`config.mk`:
```
export PLATFORM = sky130hd
export DESIGN_NAME = log_capture_ctrl
export DESIGN_NICKNAME = d
export VERILOG_FILES = /design/src/rtl/log_capture_ctrl.sv
export SDC_FILE = /design/constraint.sdc
export NUM_CORES = 1
export LEC_CHECK = 0
export CORE_UTILIZATION = 41
export DETAILED_ROUTE_END_ITERATION = 10
export PLACE_DENSITY_LB_ADDON = 0.08
export SYNTH_ARGS = -nofsm -noshare
export SYNTH_HDL_FRONTEND = slang
export SYNTH_SLANG_ARGS = --single-unit
```
`constraint.sdc`:
```
create_clock -name i_clock -period 3.4 [get_ports i_clock]
set_input_delay 0.68 -clock i_clock [delete_from_list [all_inputs] [get_ports i_clock]]
set_output_delay 0.68 -clock i_clock [all_outputs]
set_load 0.01 [all_outputs]
```
`src/rtl/log_capture_ctrl.sv`:
```
// GPIO-commanded capture controller that sequences one full pass of writes into the log BRAMs.
// Optional macro LOG_TRIGGER_EN adds an ARMED state that waits for i_trigger before capturing.
module log_capture_ctrl #(
  parameter int GPIO_LEN      = 32,
  parameter int OPCODE_LEN    = 16,
  parameter int DATA_LEN      = 15,
  parameter int RAM_ADDR_NBIT = 5
) (
  input  logic                     i_clock,
  input  logic                     i_reset,
  input  logic [GPIO_LEN-1:0]      i_gpio_in,
  input  logic                     i_trigger,
  output logic                     o_enable_encoder,
  output logic                     o_write_enable,
  output logic [RAM_ADDR_NBIT-1:0] o_write_address,
  output logic [RAM_ADDR_NBIT-1:0] o_read_address,
  output logic                     o_done,
  output logic [1:0]               o_state
);

  typedef enum logic [1:0] {
    ST_IDLE    = 2'd0,
    ST_ARMED   = 2'd1,
    ST_CAPTURE = 2'd2,
    ST_DONE    = 2'd3
  } state_t;

  localparam logic [OPCODE_LEN-1:0]    OP_START       = OPCODE_LEN'(1);
  localparam logic [OPCODE_LEN-1:0]    OP_ABORT       = OPCODE_LEN'(2);
  localparam logic [OPCODE_LEN-1:0]    OP_SET_RD_ADDR = OPCODE_LEN'(3);
  localparam logic [RAM_ADDR_NBIT-1:0] LAST_ADDR      = {RAM_ADDR_NBIT{1'b1}};

  state_t                  state;
  logic                    enable_q;
  logic                    cmd_ready;
  logic                    gpio_enable;
  logic [OPCODE_LEN-1:0]   opcode;
  logic [DATA_LEN-1:0]     data;
  logic                    cmd_valid;
  logic                    data_unused;

  assign gpio_enable = i_gpio_in[GPIO_LEN-1];
  assign opcode      = i_gpio_in[GPIO_LEN-2 -: OPCODE_LEN];
  assign data        = i_gpio_in[DATA_LEN-1:0];
  assign data_unused = ^data[DATA_LEN-1:RAM_ADDR_NBIT];
  assign o_state     = state;

  // cmd_ready blocks an enable that was already high at reset until it has been seen low
  assign cmd_valid = gpio_enable & ~enable_q & cmd_ready;

`ifndef LOG_TRIGGER_EN
  logic trigger_unused;
  assign trigger_unused = i_trigger;
`endif

  always_ff @(posedge i_clock) begin
    if (i_reset) begin
      state            <= ST_IDLE;
      o_write_address  <= '0;
      o_read_address   <= '0;
      o_done           <= 1'b0;
      o_enable_encoder <= 1'b0;
      o_write_enable   <= 1'b0;
      enable_q         <= 1'b0;
      cmd_ready        <= ~gpio_enable;
    end else begin
      enable_q <= gpio_enable;
      if (!gpio_enable) cmd_ready <= 1'b1;

      if (cmd_valid && opcode == OP_SET_RD_ADDR)
        o_read_address <= data[RAM_ADDR_NBIT-1:0];

      if (cmd_valid && opcode == OP_ABORT) begin
        state            <= ST_IDLE;
        o_write_address  <= '0;
        o_done           <= 1'b0;
        o_enable_encoder <= 1'b0;
        o_write_enable   <= 1'b0;
      end else begin
        case (state)
          ST_IDLE, ST_DONE: begin
            if (cmd_valid && opcode == OP_START) begin
`ifdef LOG_TRIGGER_EN
              state          <= ST_ARMED;
              o_write_enable <= 1'b0;
`else
              state          <= ST_CAPTURE;
              o_write_enable <= 1'b1;
`endif
              o_enable_encoder <= 1'b1;
              o_write_address  <= '0;
              o_done           <= 1'b0;
            end
          end
          ST_ARMED: begin
`ifdef LOG_TRIGGER_EN
            if (i_trigger) begin
              state            <= ST_CAPTURE;
              o_write_address  <= '0;
              o_enable_encoder <= 1'b1;
              o_write_enable   <= 1'b1;
            end
`else
            state            <= ST_IDLE;
            o_enable_encoder <= 1'b0;
            o_write_enable   <= 1'b0;
`endif
          end
          ST_CAPTURE: begin
            if (o_write_address == LAST_ADDR) begin
              state            <= ST_DONE;
              o_write_address  <= '0;
              o_done           <= 1'b1;
              o_enable_encoder <= 1'b0;
              o_write_enable   <= 1'b0;
            end else begin
              o_write_address <= o_write_address + 1'b1;
            end
          end
        endcase
      end
    end
  end

endmodule
```
== After elaboration in Yosys (flattened, before gate mapping) ==
Cells that the tools add are included.
Storage, ports and cells
  bits in registers: 16
  output and inout port bits: 15
  logic and storage cells: 46
Cells by class
  add/sub/neg operators: 1
  equality and inequality tests: 10
  mux-type cells: 14
  bitwise logic cells: 4
  reduce and logical (&&, ||, !) cells: 10
Operator list (number)
  $eq 16x2->1 const B: 2
  $eq 16x1->1 const B: 1
  $mux 5: 2
  $pmux 5 s2: 1
  $mux 1: 6
  $ne 2x2->1 const B: 3
  $pmux 2 s3: 1
  $add 5x1->5 const B: 1
  $eq 5x5->1 const B: 1
  $eq 2x2->1 const B: 2
  $mux 2: 2
  $reduce_and 2->1: 2
  $reduce_or 2->1: 2
  $logic_and 1x1->1: 3
  $pmux 1 s3: 1
  $reduce_and 3->1: 1
  $and 1x1->1: 2
  $eq 2x1->1 const B: 1
  $logic_not 2->1: 1
  $not 1->1: 2
  $pmux 1 s2: 1
  $reduce_bool 2->1: 1

== Depth between registers and ports, before layout ==
Gate-level depths: netlist (run 1).
  depth after elaboration: 6
  mapped depth: 8
  mapped depth without buffers: 8

== Worst setup path before layout (run 1) ==
No wires, ideal clock.
  path type: input-to-reg
  start: input port i_gpio_in[20]
  end: register o_write_address[0]
  data arrival time: 1.890 ns
  data required time: 3.264 ns
  path slack: 1.373 ns
  stages: 5
  buffers on the path: 0
  cells stage by stage: nor4_1 -> nand2_2 -> o31a_1 -> a221oi_1 -> nor2_1
Between the ends
  cells in the longest elaborated chain, start to end: 4
  elaborated cells between the ends (all ways): 7
  classes of those cells: eq/ne (3); reduce/logical (4)
RTL lines
  start: declaration: line 11  | input logic [GPIO_LEN-1:0] i_gpio_in,
  $eq 16x1->1: line 82  | if (cmd_valid && opcode == OP_START) begin
  $logic_and 1x1->1: line 82
  $ne 2x2->1 (no source line)
  $reduce_and 2->1 (no source line)
  end signal: assignment: line 117  | o_write_address <= o_write_address + 1'b1;
  end: declaration: line 15  | output logic [RAM_ADDR_NBIT-1:0] o_write_address,
Parallel ways exist; a longest one is shown, timed or not.
A chain may end at the register's enable or synchronous reset.

== Final worst setup path (run 1) ==
  start: input port i_gpio_in[28]
  end: register o_write_address[0]
Same word-level chain as after synthesis.

==> results summary, run 1 <==
The wire length after detailed routing came out at 2050 µm. Counting I/O delays and the setup requirement, the final critical path takes 2.31 ns. The level count of the clock H-tree came out at 1. The number of different library cells used by synthesis comes to 36.

The aggregate global-route resource usage is 18.6%. The vertical extent of the die came out at 49.9 µm. The count of pins over their slew limit is 0. Counting instances, the worst hold path has a depth of 2.

The row count is 16. The remaining design rule violation count came out at 0. The critical path goes through clkdlybuf4s50_1, nor4_4, nand4_4, o31a_1, a221oi_1, nor2_1. The arrival time of the worst setup path came out at 2.46 ns. The root buffer cell chosen for the clock tree is clkbuf_4. The startpoint type of the worst setup path is a primary input. The class of the most critical hold timing path is flop to flop. Setup violations remaining at the end of the flow were counted as 0. The largest stage delay on the critical path is 0.44 ns.

In this run the power density over the cells is 251 nW/µm². For this run the aggregate overflow at the end of global routing stands at 0. In the routed layout, each cell is associated on average with a via count of 5.41. The share of final-layout standard cells stronger than drive strength 1 came out at 9.49%. The final worst clock skew came out at 0.00117 ns. The area of placed instances is 1340 µm². Once the floorplan was initialized, standard cells occupied 45.6% of the core. The tool flagged a number of max-cap violations equal to 0. The cell area after technology mapping came out at 941 µm². Among all stages on the critical path, the largest delay is contributed by clkdlybuf4s50_1. The final antenna-violating net count is 0. The share of flip-flops with an asynchronous set or reset is 0%. The reported leakage power came out at 0.000467 µW. The initial antenna violation count was 0. The post-detailed-route wirelength per cell is 12.5 µm. Of the available clock period, the critical path in the final layout requires 67.8%. In this run the mean area of a mapped cell was 9.50 µm². The cell depth of the worst flop-to-flop path came out at 8. Summing all non-filler instances in the final layout gives an area of 1360 µm². The setup path with the least slack is of type primary input to flop. Counting every net in the synthesized netlist gives 138. Setup repair after global routing left no endpoint under its margin. The post-synthesis register bit count came out at 16.

The longest clock path from root to sink contains 2 buffers. The overall die area came out at 2490 µm². The insertion delay of the later-clocked pin in the worst-skew pair came out at 0.29 ns. The pin count of the biggest net entering global routing is 11.

TritonCTS built the clock tree. The number of warnings reported in the yosys synthesis log came out at 0. At the end of routability-driven placement, the weighted congestion stood at 0.780. Setup total negative slack on the finished layout was measured at 0 ns.

Headroom to the max-slew limit came out at 56.3%. In the synthesized netlist the dominant register cell turns out to be dfxtp_1. Buffers inserted to repair hold after CTS numbered 0. The number of nets in the layout came out at 177. The pre-antenna-repair detailed-routing pass consisted of 4 iterations.

The worst setup path is captured at a flop. The total via count in the routed design came out at 888. The clock drives 16 sinks. The via count of the first global-routing pass came out at 817. The required time at the endpoint of the critical path is 3.56 ns. 0 antenna diodes ended up in the layout. The count of flip-flops with a built-in enable after synthesis is 1. The run finished with clean final reports. Timing would allow up to 0.434 GHz. Cells fill 66.0% of the core in the end.

The die boundary width came out at 49.9 µm. The post-cts resize count came out at 0. The peak supply drop came out at 0.197 mV. The final number of hold-violating endpoints is 0. In this run, the number of DRC markers left after iteration 0 of detailed routing was 17. After floorplanning, the core was sized to cover 2060 µm². Post-CTS timing repair inserted 0 buffers for setup.

The first global-routing pass estimated 3570 µm of wire. The maximum net fanout on the critical path came out at 6. The I/O pin total came out at 50. The slew at the pin closest to its max-slew limit is 0.653 ns. From synthesis to final layout, the design area changed by 44.7%. The instance count of the mapped netlist is 99. In this run, CTS created clock tree buffers numbering 3. The count of input and output buffers came out at 38. Summing the sequential cell areas from Yosys gives 35.1% of the chip area. Clock-pin slew was measured on the worst setup and hold paths at 0.09 ns. Once detailed placement completed, the half-perimeter wirelength came to 1540 µm.
==> critical path: cells and delay by family <==
family                 cells  cell delay (ns)
and+or+nand+nor            3             0.64
buffers and inverters      1             0.44
AOI/OAI and AO/OA          2             0.69
==> Yosys cell counts (2+ instances only) <==
cell type	number	area [µm²]
a21oi_1	10	50.1
inv_1	5	18.8
nor3_4	2	32.5
clkbuf_1	2	7.51
ha_1	4	50.1
nand2b_1	2	12.5
dfxtp_1	15	300
nor2_1	13	48.8
nor3_1	2	10.0
nand3_1	2	10.0
nand2_1	6	22.5
nor2b_1	3	18.8
o21ai_1	2	10.0
nor4_4	2	42.5
mux2i_1	8	80.1
==> sequential cells by signal, summed over array words and instances, names as in the netlist <==
signal and flops:
o_state 2, o_done 1, o_read_address 5, o_write_address 5, cmd_ready 1, enable_q 1, o_write_enable 1
==> cell usage in the layout, fill, tap and decap left out, types with 2 or more instances in the layout <==
cell / netlist / final
nor4_4: 2 / 2
a21oi_1: 10 / 10
nand2_1: 6 / 6
nand3_1: 2 / 2
inv_1: 5 / 5
nor2b_1: 3 / 3
nor2_1: 13 / 13
clkbuf_4: 0 / 3
o21ai_1: 2 / 2
ha_1: 4 / 4
mux2i_1: 8 / 8
nor3_4: 2 / 2
dfxtp_1: 15 / 15
nand2b_1: 2 / 2
clkdlybuf4s50_1: 0 / 38
nor3_1: 2 / 2
==> cell type report <==
class | count | area, µm²
timing repair buffer | 38 | 380
fill | 161 | 701
clock buffer | 4 | 26.3
tap | 27 | 33.8
inverter | 6 | 22.5
sequential | 16 | 330
multi-input combinational | 73 | 568
==> power by group <==
group	switching [µW]	leakage, µW	internal [µW]
Combinational	15.5	0.000321	27.6
Sequential	0.943	0.000131	191
Clock	61.7	0.0000150	45.7
Total	78.1	0.000467	264
==> per-layer routing <==
layer,vias to the layer above,part of all wire [%],GRT usage [%]
met5,-,0,0
li1,439,-,-
met4,0,2.0,8.57
met3,4,6.6,2.78
met2,36,45,28.8
met1,409,46,25.3
==> kinds of logic (layout without fill, tap and decap cells) <==
logic type / Yosys count / count (layout) / synth area share (%)
and+or+nand+nor: 38 / 38 / 26.7
AOI/OAI and AO/OA: 23 / 23 / 19.8
DFF: 16 / 16 / 35.1
buffers and inverters: 10 / 48 / 4.52
muxes: 8 / 8 / 8.51
adders and majority gates: 4 / 4 / 5.32
==> final timing paths <==
path	start	slack [ns]	to
min reg2reg	o_read_address[4]	0.50	o_read_address[4]
min	o_read_address[4]	0.50	o_read_address[4]
max reg2reg	o_write_address[0]	1.39	o_write_address[2]
max	i_gpio_in[28]	1.09	o_write_address[0]
==> stage by stage <==
step | total power (µW) | hold slack [ns] | std cells | setup WS, ns
2_1_floorplan | 208 | 0.515 | 99 | 1.37
3_3_place_gp | 239 | 0.472 | 160 | 0.776
3_5_place_dp | 240 | 0.484 | 160 | 0.767
4_1_cts | 348 | 0.509 | 164 | 1.07
5_1_grt | 360 | 0.535 | 164 | 0.981
6_report | 342 | 0.502 | 164 | 1.09
No activity file was read; power rests on OpenSTA's default activity.
==> run 2, diff against run 1 <==
--- a/config.mk
+++ b/config.mk
@@ -5,7 +5,7 @@
 export SDC_FILE = /design/constraint.sdc
 export NUM_CORES = 1
 export LEC_CHECK = 0
-export CORE_UTILIZATION = 41
+export CORE_UTILIZATION = 38
 export DETAILED_ROUTE_END_ITERATION = 10
 export PLACE_DENSITY_LB_ADDON = 0.08
 export SYNTH_ARGS = -nofsm -noshare
==> constraint.sdc (replaced) <==
create_clock -name i_clock -period 2.22 [get_ports i_clock]
set_input_delay 0.444 -clock i_clock [delete_from_list [all_inputs] [get_ports i_clock]]
set_output_delay 0.444 -clock i_clock [all_outputs]
set_load 0.01 [all_outputs]
==> run 2 against run 1 <==
Clock skew increased by 0.00078 ns. Core utilization is 2.1 points lower. Sequential cell count unchanged. Global-route usage decreased by 1.0 points. Power rose by 63%. Critical path depth up 2. Clock power is 81% higher. Critical path type is now flop to flop. Largest cell class unchanged.
==> results summary, run 2 (synthesis results as in run 1) <==
The flow ran to the end, and the final reports show no timing, DRC or antenna violations. Leaving out fill and tap cells, the most frequent cell in the layout is clkdlybuf4s50_1. The wire length after detailed routing came out at 2060 µm (+0.78%). The area of placed instances is 1420 µm² (+6.3%). The die boundary width was 51.8 µm (+3.7%). The initial antenna violation count came out at 0 (unchanged).

The clock tree from TritonCTS is done. The required time at the endpoint of the critical path was 2.45 ns (-1.11 ns). The remaining design rule violation count was 0 (unchanged). The power per cell area came out at 383 nW/µm² (+52%). The number of diodes came out at 0 (unchanged). Tracing the worst setup path back leads to its startpoint at o_write_address[0].

The total via count in the routed design was 898 (+1.1%). The maximum net fanout on the critical path came to 7 (+1). The final worst clock skew is 0.00195 ns (+0.000777 ns).

The critical path in this run is classified as flop to flop. The buffer count from post-CTS setup fixing is 0 (unchanged). The total of endpoints with negative setup slack in the final report was 0 (unchanged). The pin count of the biggest net entering global routing is 11 (unchanged). Counting I/O delays and the setup requirement, the final critical path takes 1.98 ns. The insertion delay of the later-clocked pin in the worst-skew pair was 0.29 ns (about the same).

The count of input and output buffers is 38 (unchanged). The reported leakage power is 0.000525 µW (+12%). The peak supply drop was 0.422 mV (+110%).

The vertical extent of the die is 51.8 µm (+3.7%). The final critical-path share of the clock period came out at 89.2%. The starting utilization of the core area was 41.3% (-4.3 points). The arrival time of the worst setup path was 2.21 ns (-0.25 ns). The signal on the critical path passes through ha_1, and3_1, ha_1, nand2b_1, nor3b_1, a21oi_1, a2bb2oi_1, a21oi_1.

The share of final-layout standard cells stronger than drive strength 1 is 16.9% (+7.4 points). The routability congestion estimate from global placement came to 0.754 (-3.4%). The worst register-to-register path begins at o_write_address[0]. The end-of-flow core utilization is 63.9% (-2.1 points). The sum of net half-perimeters after detailed placement came out at 1660 µm (+7.4%). The sum of internal, switching and leakage power is 557 µW (+63%).

The final antenna-violating net count came out at 0 (unchanged). The area of all placed cells without fillers is 1460 µm² (+6.9%). The number of nets in the layout came out at 188 (+6.2%). The I/O pin total is 50 (unchanged). The overall die area came out at 2680 µm² (+7.6%).

The length of the first detailed-routing pass in iterations came out at 3 (-1). The hold buffer count at cts is 0 (unchanged). The routed via count divided by cell count came out at 5.10 (-5.8%).

The row count is 17 (+1). The count of max-cap constraint violations is 0 (unchanged). The achievable frequency is 0.505 GHz. The level count of the clock H-tree is 1 (unchanged). The count of pins over their slew limit is 0 (unchanged). The clock transition time at the flip-flop clock pins of the worst setup and hold paths was 0.09 ns (about the same). The global-route wire length before repair is 3420 µm (-4.3%). The remaining global-route overflow is 0 (unchanged). The sink count of the clock tree came to 16 (unchanged). The startpoint type of the worst setup path is a flop.

The post-detailed-route wirelength per cell is 11.7 µm (-6.1%). In this run the most critical hold path is launched from o_write_address[4]. The count of routing violations after the opening detailed-route iteration is 10 (-7). The post-synthesis to final-layout area growth came out at 54.7%. The buffer depth of the longest clock path is 2 (unchanged). The clock tree root buffer cell is clkbuf_4. The fill cell total of the finished layout came out at 207 (+29%).

The class of the most critical hold timing path is flop to flop. The via count of the first global-routing pass came out at 838 (+2.6%). The largest stage delay on the critical path came to 0.38 ns (-0.06 ns). In the layout the commonest cells are clkdlybuf4s50_1, dfxtp_1, nor2_1, buf_4, a21oi_1. The number of buffers inserted during clock tree synthesis was 3 (unchanged).

The final number of hold-violating endpoints was 0 (unchanged). The tightest slew margin relative to the limit came out at 73.3% (+17 points). The cell with the biggest individual delay on the critical path is dfxtp_1. The area inside the core boundary came out at 2280 µm² (+10%). Setup repair after global routing left no endpoint under its margin.

The kind of capture point of the worst setup path is a flop. The slew at the pin closest to its max-slew limit came to 0.401 ns (-0.252 ns). The post-cts resize count is 0 (unchanged). The aggregate global-route resource usage is 17.6% (-1.0 points).
[run 2: worst max-delay path: cells and delay by family (launching register included)]
kind	cells	cell delay, ns
AO/OA/AOI/OAI	3	0.32
AND/OR/NAND/NOR	3	0.77
adder cells (fa/ha/maj)	2	0.47
flip-flops	1	0.38
[run 2: layout make-up]
type,instances,area [µm²],area share (%)
clock buffers,4,36.3,2.49
multi-input cells,73,568,39.0
inverters,6,22.5,1.55
flip-flops and latches,16,330,22.7
repair buffers,49,463,31.8
well taps,28,35.0,2.41
[run 2: per-stage QoR]
step           cells  hold WS [ns]  setup WS, ns  TNS, ns
6_report         176         0.507         0.239        0
5_1_grt          176         0.525        0.0852        0
4_1_cts          176         0.506         0.245        0
3_5_place_dp     172         0.486       -0.0388  -0.0824
3_3_place_gp     172         0.473       -0.0169  -0.0169
2_1_floorplan     99         0.515         0.408        0
[run 2: per-layer routing]
metal | global-route usage [%] | routed length (µm)
met4 | 9.46 | 46
met3 | 6.43 | 122
met1 | 17.4 | 782
met5 | 0 | 0
met2 | 31.8 | 1110
[run 2: final timing paths]
path / to / slack [ns] / cells past startpoint
setup reg to reg: o_write_address[2] / 0.24 / 8
setup / recovery: o_write_address[2] / 0.24 / 8
hold / removal: o_write_address[4] / 0.51 / 2
hold reg to reg: o_write_address[4] / 0.51 / 2
[run 2: power by group]
group          switching, µW  internal, µW  leakage, µW
clock                   93.7           100    0.0000210
combinational           24.1          44.9     0.000373
sequential              1.44           293     0.000131
total                    119           437     0.000525
==> run 3, diff against run 2 <==
--- a/config.mk
+++ b/config.mk
@@ -7,6 +7,7 @@
 export LEC_CHECK = 0
 export CORE_UTILIZATION = 38
 export DETAILED_ROUTE_END_ITERATION = 10
+export MAX_ROUTING_LAYER = met4
 export PLACE_DENSITY_LB_ADDON = 0.08
 export SYNTH_ARGS = -nofsm -noshare
 export SYNTH_HDL_FRONTEND = slang
==> run 3 against run 2 <==
Die area unchanged. Combinational power about the same. Non-clock buffer count unchanged. Count of clock-buffer cells in the layout unchanged. Fmax unchanged. Power down 0.13%. Sequential cell count unchanged. Sequential power about the same. Routed wire length unchanged. Cell count unchanged. Design area unchanged. Register-to-register slack about the same.
==> results summary, run 3 (synthesis results as in run 1) <==
The wire length after detailed routing is 2060 µm (unchanged). The footprint of the flip-flops and latches came out at 330 µm² (unchanged). The post-layout minimum cycle time came out at 1.98 ns (unchanged). The count of pins over their slew limit came out at 0 (unchanged). The count of max-cap constraint violations came out at 0 (unchanged). The maximum net fanout on the critical path came out at 7 (unchanged).

The share of final-layout standard cells stronger than drive strength 1 is 16.9% (unchanged). STA classifies the critical path endpoint as a flop. The area taken by multi-input logic gates came out at 568 µm² (unchanged). The peak supply drop came out at 0.422 mV (-0.11%). The hold-critical path depth came out at 2 (unchanged). The row count was 17 (unchanged). The remaining global-route overflow was 0 (unchanged).

The number of cells in the design after placement came out at 172 (unchanged). The largest stage delay on the critical path came out at 0.38 ns (about the same). The tree is rooted in a clkbuf_4. The number of buffers inserted during clock tree synthesis was 3 (unchanged).

The buffer count from post-CTS setup fixing came to 0 (unchanged). The setup total negative slack was 0 ns (unchanged). The I/O pin total came out at 50 (unchanged). The sum of internal, switching and leakage power is 556 µW (-0.13%). The area inside the core boundary is 2280 µm² (unchanged).

The final-layout worst hold slack came to 0.507 ns (unchanged). The signal on the critical path passes through ha_1, and3_1, ha_1, nand2b_1, nor3b_1, a21oi_1, a2bb2oi_1, a21oi_1. The required time at the endpoint of the critical path is 2.45 ns (about the same). Setup repair after global routing left no endpoint under its margin. The reported leakage power is 0.000525 µW (unchanged).

The tightest slew margin relative to the limit came out at 73.3% (unchanged). The pin count of the biggest net entering global routing came out at 11 (unchanged). The insertion delay of the later-clocked pin in the worst-skew pair is 0.29 ns (about the same). The slew at the pin closest to its max-slew limit is 0.401 ns (unchanged).

The initial antenna violation count is 0 (unchanged). The starting utilization of the core area came out at 41.3% (unchanged). The final worst clock skew was 0.00215 ns (+0.000205 ns).

The length of the first detailed-routing pass in iterations is 3 (unchanged). The count of routing violations after the opening detailed-route iteration is 10 (unchanged). The clock transition time at the flip-flop clock pins of the worst setup and hold paths came out at 0.09 ns (about the same).

The die boundary width came to 51.8 µm (unchanged). The overall die area is 2680 µm² (unchanged). The cell depth of the worst flop-to-flop path came to 8 (unchanged). The final cell count without fillers is 176 (unchanged). Among all stages on the critical path, the largest delay is contributed by dfxtp_1. The post-cts resize count is 0 (unchanged). The post-detailed-route wirelength per cell is 11.7 µm (unchanged). The worst setup path is launched from a flop. The final critical-path share of the clock period is 89.2% (unchanged).

The final number of hold-violating endpoints came out at 0 (unchanged). The achievable frequency is 0.505 GHz (unchanged). By startpoint and endpoint, the worst setup path is classified as flop to flop.

The remaining design rule violation count came out at 0 (unchanged). The sink count of the clock tree is 16 (unchanged). The routability congestion estimate from global placement is 0.763 (+1.3%). The aggregate global-route resource usage came to 18.1% (+0.47 points).

The global-route wire length before repair came out at 3420 µm (unchanged). The via count of the first global-routing pass came out at 838 (unchanged). The routed via count divided by cell count came out at 5.10 (unchanged).

The library cell used most frequently in the layout, excluding fill and tap cells, is clkdlybuf4s50_1. The top cell types in the final layout, fill and taps aside, are clkdlybuf4s50_1, dfxtp_1, nor2_1, buf_4, a21oi_1. The final antenna-violating net count is 0 (unchanged). The buffer depth of the longest clock path is 2 (unchanged).

The vertical extent of the die was 51.8 µm (unchanged). The post-synthesis to final-layout area growth is 54.7% (unchanged). The number of diodes came out at 0 (unchanged). The arrival time of the worst setup path came out at 2.21 ns (about the same). The total of endpoints with negative setup slack in the final report came out at 0 (unchanged). The clock tree from TritonCTS is done. The level count of the clock H-tree is 1 (unchanged). The number of nets in the layout is 188 (unchanged).

The power per cell area is 382 nW/µm² (-0.13%). The sum of net half-perimeters after detailed placement came out at 1660 µm (unchanged). The fill cell total of the finished layout is 207 (unchanged). The total via count in the routed design is 898 (unchanged). The run finished with clean final reports.

The hold buffer count at cts came out at 0 (unchanged). The count of input and output buffers is 38 (unchanged). The class of the most critical hold timing path is flop to flop.
## run 3: cell type report
| type | count | share of cell area (%) |
|---|---|---|
| clock buffer | 4 | 2.49 |
| inverter | 6 | 1.55 |
| multi-input combinational | 73 | 39.0 |
| sequential | 16 | 22.7 |
| tap | 28 | 2.41 |
| timing repair buffer | 49 | 31.8 |
## run 3: critical path: cells and delay by family (launching register included)
| kind | cells | cell delay, ns |
|---|---|---|
| flops | 1 | 0.38 |
| fa+ha+maj | 2 | 0.47 |
| compound gates | 3 | 0.32 |
| simple gates | 3 | 0.77 |
## run 3: final timing paths
check	from	end	slack [ns]
max	o_write_address[0]	o_write_address[2]	0.24
min reg2reg	o_write_address[4]	o_write_address[4]	0.51
max reg2reg	o_write_address[0]	o_write_address[2]	0.24
min	o_write_address[4]	o_write_address[4]	0.51
## run 3: power breakdown
group / internal, µW / switching (µW) / leakage (µW)
clock: 100 / 93.1 / 0.0000210
combinational: 44.9 / 24.1 / 0.000373
sequential: 293 / 1.44 / 0.000131
total: 437 / 119 / 0.000525
## run 3: routing by layer
| layer | vias to the layer above | wire length [µm] | global-route usage (%) |
|---|---|---|---|
| li1 | 454 | - | - |
| met1 | 418 | 795 | 17.7 |
| met2 | 22 | 1110 | 31.8 |
| met3 | 4 | 111 | 5.85 |
| met4 | 0 | 44 | 9.46 |
| met5 | - | 0 | - |
## run 3: through the flow
step           utilization, %  area [µm²]  setup WS [ns]
3_3_place_gp             62.3        1420        -0.0169
6_report                 63.9        1460          0.239
4_1_cts                  63.9        1460          0.245
5_1_grt                  63.9        1460         0.0852
2_1_floorplan               -         941          0.408
3_5_place_dp             62.3        1420        -0.0388
